==> src/rtl/cs_bist_driver.sv <==
// cs_bist_driver: LFSR stimulus source and MISR response compactor for at-speed self-test of the CS window filter.
module cs_bist_driver #(
  parameter int             N_PAT      = 2000,
  parameter int             LAT        = 9,
  parameter logic [7:0]     SEED       = 8'hA5,
  parameter logic [9:0]     GOLDEN_SIG = 10'h000,
  parameter int             CNT_W      = 16
) (
  input  logic             clk,
  input  logic             reset,
  input  logic             start,
  output logic [7:0]       X,
  input  logic [9:0]       Y,
  output logic             busy,
  output logic             done,
  output logic             pass,
  output logic [9:0]       signature,
  output logic [CNT_W-1:0] sample_cnt
);
  localparam logic [1:0] IDLE = 2'd0;
  localparam logic [1:0] FILL = 2'd1;
  localparam logic [1:0] RUN  = 2'd2;
  localparam logic [1:0] DONE = 2'd3;
  localparam logic [7:0] SEED_EFF = (SEED == 8'h00) ? 8'h01 : SEED;
  localparam logic [CNT_W-1:0] LAT_C = CNT_W'(LAT);
  localparam logic [CNT_W-1:0] NPAT_C = CNT_W'(N_PAT);
  logic [1:0]       state_q, state_d;
  logic [7:0]       lfsr_q, lfsr_d, x_q, x_d;
  logic [9:0]       misr_q, misr_d;
  logic [CNT_W-1:0] edge_q, edge_d, smp_q, smp_d;
  logic             pass_q, pass_d;
  logic [7:0]       lfsr_step;
  logic [9:0]       misr_step;
  function automatic logic [7:0] lfsr_nxt(input logic [7:0] l);
    return {l[6:0], 1'b0} ^ (l[7] ? 8'h1D : 8'h00);
  endfunction
  assign lfsr_step = lfsr_nxt(lfsr_q);
  assign misr_step = ({misr_q[8:0], 1'b0} ^ (misr_q[9] ? 10'h009 : 10'h000)) ^ Y;
  always_comb begin
    state_d = state_q;
    lfsr_d  = lfsr_q;
    x_d     = x_q;
    misr_d  = misr_q;
    edge_d  = edge_q;
    smp_d   = smp_q;
    pass_d  = pass_q;
    if ((state_q == IDLE || state_q == DONE) && start) begin
      // a run always replays the same pattern, so restart from the seed
      x_d     = SEED_EFF;
      lfsr_d  = lfsr_nxt(SEED_EFF);
      misr_d  = '0;
      edge_d  = '0;
      smp_d   = '0;
      pass_d  = 1'b0;
      state_d = (LAT == 0) ? RUN : FILL;
    end else if (state_q == FILL || state_q == RUN) begin
      x_d    = lfsr_q;
      lfsr_d = lfsr_step;
      edge_d = edge_q + 1'b1;
      if (state_q == FILL) begin
        state_d = (edge_d == LAT_C) ? RUN : FILL;
      end else begin
        misr_d = misr_step;
        smp_d  = smp_q + 1'b1;
        if (smp_d == NPAT_C) begin
          state_d = DONE;
          pass_d  = (misr_step == GOLDEN_SIG);
        end
      end
    end
  end
  always_ff @(posedge clk or posedge reset) begin
    if (reset) begin
      state_q <= IDLE;
      lfsr_q  <= SEED_EFF;
      x_q     <= '0;
      misr_q  <= '0;
      edge_q  <= '0;
      smp_q   <= '0;
      pass_q  <= 1'b0;
    end else begin
      state_q <= state_d;
      lfsr_q  <= lfsr_d;
      x_q     <= x_d;
      misr_q  <= misr_d;
      edge_q  <= edge_d;
      smp_q   <= smp_d;
      pass_q  <= pass_d;
    end
  end
  assign X          = x_q;
  assign busy       = (state_q == FILL) || (state_q == RUN);
  assign done       = (state_q == DONE);
  assign pass       = pass_q;
  assign signature  = misr_q;
  assign sample_cnt = smp_q;
endmodule

==> config.mk <==
export PLATFORM = sky130hd
export DESIGN_NAME = cs_bist_driver
export DESIGN_NICKNAME = d
export VERILOG_FILES = /design/src/rtl/cs_bist_driver.sv
export SDC_FILE = /design/constraint.sdc
export NUM_CORES = 1
export LEC_CHECK = 0
export ABC_CLOCK_PERIOD_IN_PS = 3700
export BUFFER_PORTS_ARGS = -buffer_cell sky130_fd_sc_hd__buf_2
export CORE_MARGIN = 4
export CORE_UTILIZATION = 35
export DETAILED_ROUTE_END_ITERATION = 16
export GPL_TIMING_DRIVEN = 0
export PLACE_DENSITY = 0.64
export SLEW_MARGIN = 10
export SYNTH_ARGS = -nofsm -noshare
export SYNTH_HDL_FRONTEND = slang
export SYNTH_SLANG_ARGS = --single-unit
==> constraint.sdc <==
create_clock -name clk -period 3.7 [get_ports clk]
set_input_delay 0.74 -clock clk [delete_from_list [all_inputs] [get_ports clk]]
set_output_delay 0.74 -clock clk [all_outputs]
set_load 0.01 [all_outputs]
# After elaboration in Yosys (flattened, before gate mapping)
# Index checks and enable logic that the tools add are counted.
# op_classes
n_addsub	2
n_eq_ne	6
n_mux	23
bitwise_logic	3
n_reduce_logical	11
# ops
cell	n
$mux 16	5
$add 16x1->16 const B	2
$mux 8	4
$mux 10	3
$eq 16x11->1 const B	1
$eq 16x4->1 const B	1
$logic_not 10->1	1
$mux 2	5
$xor 10x10->10	1
$xor 10x4->10	1
$xor 8x5->8	1
$mux 5	1
$eq 2x2->1 const B	2
$mux 1	4
$mux 4	1
$reduce_and 2->1	2
$reduce_bool 2->1	2
$reduce_and 3->1	1
$reduce_bool 3->1	1
$eq 2x1->1 const B	1
$logic_not 2->1	1
$logic_or 1x1->1	2
$ne 2x2->1 const B	1
$logic_and 1x1->1	1
# word_totals
ff_bits	61
input_bits	13
out_inout_bits	37
elab_cells	52

# Logic depth before layout (Yosys ltp)
# depth
word_depth	8
ltp_mapped	8
ltp_nobuf	7

# Worst setup path after synthesis
# OpenSTA, ideal clock, no wires.
# synth_path
path_kind	register -> register
from	register smp_q[0], in the netlist sample_cnt[0]
to	register state_q[1]
setup_ps	67
arrival_ps	2027
required_time_ps	3633
path_slack_ps	1605
path_stages_with_launch	8
n_path_buf	0
period_less_slack_ps	2095
path_cell_list	dfrtp_1 -> ha_1 -> nand4_2 -> or4_4 -> a211oi_2 -> o2111ai_1 -> a21oi_1 -> o221a_1
# synth_via
elab_chain_cells	4
# synth_rtl
item	line	source
from (decl)	30	logic [CNT_W-1:0] edge_q, edge_d, smp_q, smp_d;
from (signal assigned)	87	smp_q <= smp_d;
$add 16x1->16	64	smp_d = smp_q + 1'b1;
$eq 16x11->1	65	if (smp_d == NPAT_C) begin
$reduce_bool 3->1 (no source line)	--	
$reduce_and 2->1 (no source line)	--	
to (signal assigned)	82	state_q <= state_d;
to (decl)	27	logic [1:0] state_q, state_d;
# Every way passes these cells.
# A chain may end at the register's enable or synchronous reset.

# Worst setup path after layout
# layout_path
from	register state_q[1]
to	output port busy
# layout_via
elab_chain_cells	2
word_cells_on_any_way	3
classes_between	2 x eq/ne; 1 x reduce/logical
# layout_rtl
item	line	source
$eq 2x1->1 or $eq 2x2->1 (tied branches)	92	assign busy = (state_q == FILL) || (state_q == RUN);
$logic_or 1x1->1 (*)	92	
to (decl)	14	output logic busy,
# Mark *: on every way between the ends. The rest lies on a longest branch, timed or not.

==> impl_metrics.yaml <==
sta:
  rsz0062_at_grt: "no"
  slew_violations: 0
  fmax_mhz: 392.3
  min_period_over_period: 0.6890
  period_needed_ps: 2549
  finalSetupTns_ps: 0
  finalSetupViolations: 0
  finalHoldViolCount: 0
  finalClockSkew_ps: 9.179
  tightest_slew_ps: 612.1
  slew_headroom: 0.5882
route:
  routedWlPerCell_um: 14.22
  via_per_inst: 5.151
  drt_iter0_drc: 126
  post-route-drc-count: 0
  detail-route-antenna-nets: 0
  wl_mm: 8.106
  vias: 2936
  drtPass1Iterations: 4
clock_tree:
  cts_root_buf: "clkbuf_8"
  cts_htree_levels: 3
  cts_tree: "yes"
  cts.path.max_buffers: 2
  cts_resized: 0
  cts_made_buffers: 9
  post_cts_buffers: 0
  clk_latency_ps: 350
  cts.sinks: 59
  holdBufCountCts: 0
  clk_pin_slew_ps: 80
die:
  core_area_um2: 9371
  die_width_um: 107.0
  start_util: 0.3660
  rows: 35
  die_area_um2: 11450
  die_y_um: 107.0
  io_pins: 50
pwr:
  ir_drop_mv: 0.5016
  total_leakage_power_uw: 0.001777
  powerDensity_nw_per_um2: 831.4
layout:
  mostFrequentLayoutCells: "57 x buf_2, 55 x dfrtp_1, 46 x nand2_1"
  syn2layout_area_growth_pct: 18.31
  n_antenna_cell: 0
  fill_cells: 958
  multi_input_area_um2: 1754
  fin_nets: 455
  drive_above_1_share: 0.2200
  seqCellArea_um2: 1481
  final_area_um2: 4058
  fin_util: 0.4330
  final_common_cell: "buf_2"
logic_synthesis:
  synth_area_um2: 3430
  syn_inst: 375
  synth_warnings: 0
  ys_seq_area_frac: 0.4320
  synth.net_count: 394
  synth_cell_types: 55
  ys_ff_latch: 59
  synthFlopType: "dfrtp_1"
  synth_edf_count: 0
  async_reset_ff_frac: 1.000
  synth_area_per_cell_um2: 9.145
critical_path:
  endpoint_kind: "primary output"
  required_ps: 2960
  critPathMaxFanout: 10
  arrival_ps: 1810
  critPathLaunchType: "flop"
  crit_type: "flop to primary output"
global_route:
  grt.total_usage: 0.1491
  grt_max_degree: 39
  grt_pass1_wl_mm: 13.85
  overflow: 0
  grt_pass1_vias: 2831
  antenna_found_initial: 0
placement:
  place_area_um2: 3856
  numPortBuffers: 49
  post-dp-hpwl_mm: 5.875
  gp_congestion: 0.8678
hold_path:
  hp-class: "input pin to async pin"
job:
  drv_cap: 0
run_status:
  status: "finished, final reports clean"
[critical path: stages, from the launching register on]
cell and delay (ps):
dfrtp_1 380, inv_1 50, ha_1 300, buf_2 230
clkinv_1 280, buf_2 230
[layer usage]
metal / wire length [um] / vias up / global-route usage
li1: - / 1447 / -
met1: 3922 / 1417 / 0.2002
met2: 3745 / 63 / 0.2388
met3: 320 / 9 / 0.03311
met4: 118 / 0 / 0.04932
met5: 0 / - / 0
[path summary, 6_finish.rpt]
| kind | startpoint | endpoint | slack (ps) | cells after the start |
|---|---|---|---|---|
| max in group asynchronous | reset | lfsr_q[5] | 2650 | 3 |
| worst min register to register | X[4] | X[4] | 480 | 1 |
| worst min-delay path | reset | signature[6] | 410 | 2 |
| min in group clk | X[4] | X[4] | 480 | 1 |
| worst max-delay path | state_q[1] | busy | 1150 | 5 |
| worst max register to register | state_q[1] | edge_q[6] | 1170 | 8 |
[report_power, final]
group	switching [uW]	internal, uW
Sequential	227	914
Clock	288	315
Combinational	964	665
Total	1480	1890
[stage by stage]
stage	setup WS [ps]	total power, uW	std cells	hold WS (ps)
global route	866.9	3639	570	443.4
floorplan	1510	2283	375	493.8
detailed placement	1164	2788	554	466.0
global placement	731.1	2747	553	459.0
CTS	1131	3396	570	417.1
finish	1151	3374	570	408.4
[synthesized netlist by cell type (3+ instances only)]
cell,instances,share of area
a22o_1,12,0.031
o2bb2ai_1,4,0.010
xnor2_1,11,0.028
nor2_1,30,0.033
buf_4,4,0.0088
and3_1,7,0.013
xor2_1,25,0.064
nor3_1,9,0.013
a21o_1,5,0.011
nor4_1,4,0.0073
inv_1,7,0.0077
buf_6,3,0.0098
nor3b_1,3,0.0066
a21oi_1,15,0.022
nand2_1,46,0.050
dfrtp_1,55,0.40
and4_1,3,0.0077
nand4_1,11,0.020
mux2i_1,6,0.018
clkbuf_1,13,0.014
o21ai_0,34,0.050
nand3_1,11,0.016
buf_2,8,0.012
dfstp_2,4,0.031
ha_1,6,0.022
[sequential cells by signal, indices dropped and copies added, names as in the netlist]
| register | flops |
|---|---|
| edge_q | 16 |
| sample_cnt | 16 |
| signature | 10 |
| lfsr_q | 8 |
| X | 6 |
| state_q | 2 |
| pass | 1 |
[final cells by class]
type / instances / area share
buffer: 30 / 0.03947
clock buffer: 9 / 0.03053
clock inverter: 7 / 0.01912
inverter: 9 / 0.008326
multi-input combinational: 277 / 0.4323
sequential: 59 / 0.3651
tap: 129 / 0.03978
timing repair buffer: 50 / 0.06537
[cells by family after synthesis]
group	Yosys count	synth area share
multiplexers	6	0.01751
XOR/XNOR	36	0.09194
AO/OA/AOI/OAI	88	0.1667
flip-flops	59	0.4320
buffers and inverters	39	0.05655
AND/OR/NAND/NOR	141	0.2134
adder cells (fa/ha/maj)	6	0.02189
No activity file was read; power rests on OpenSTA's default activity.
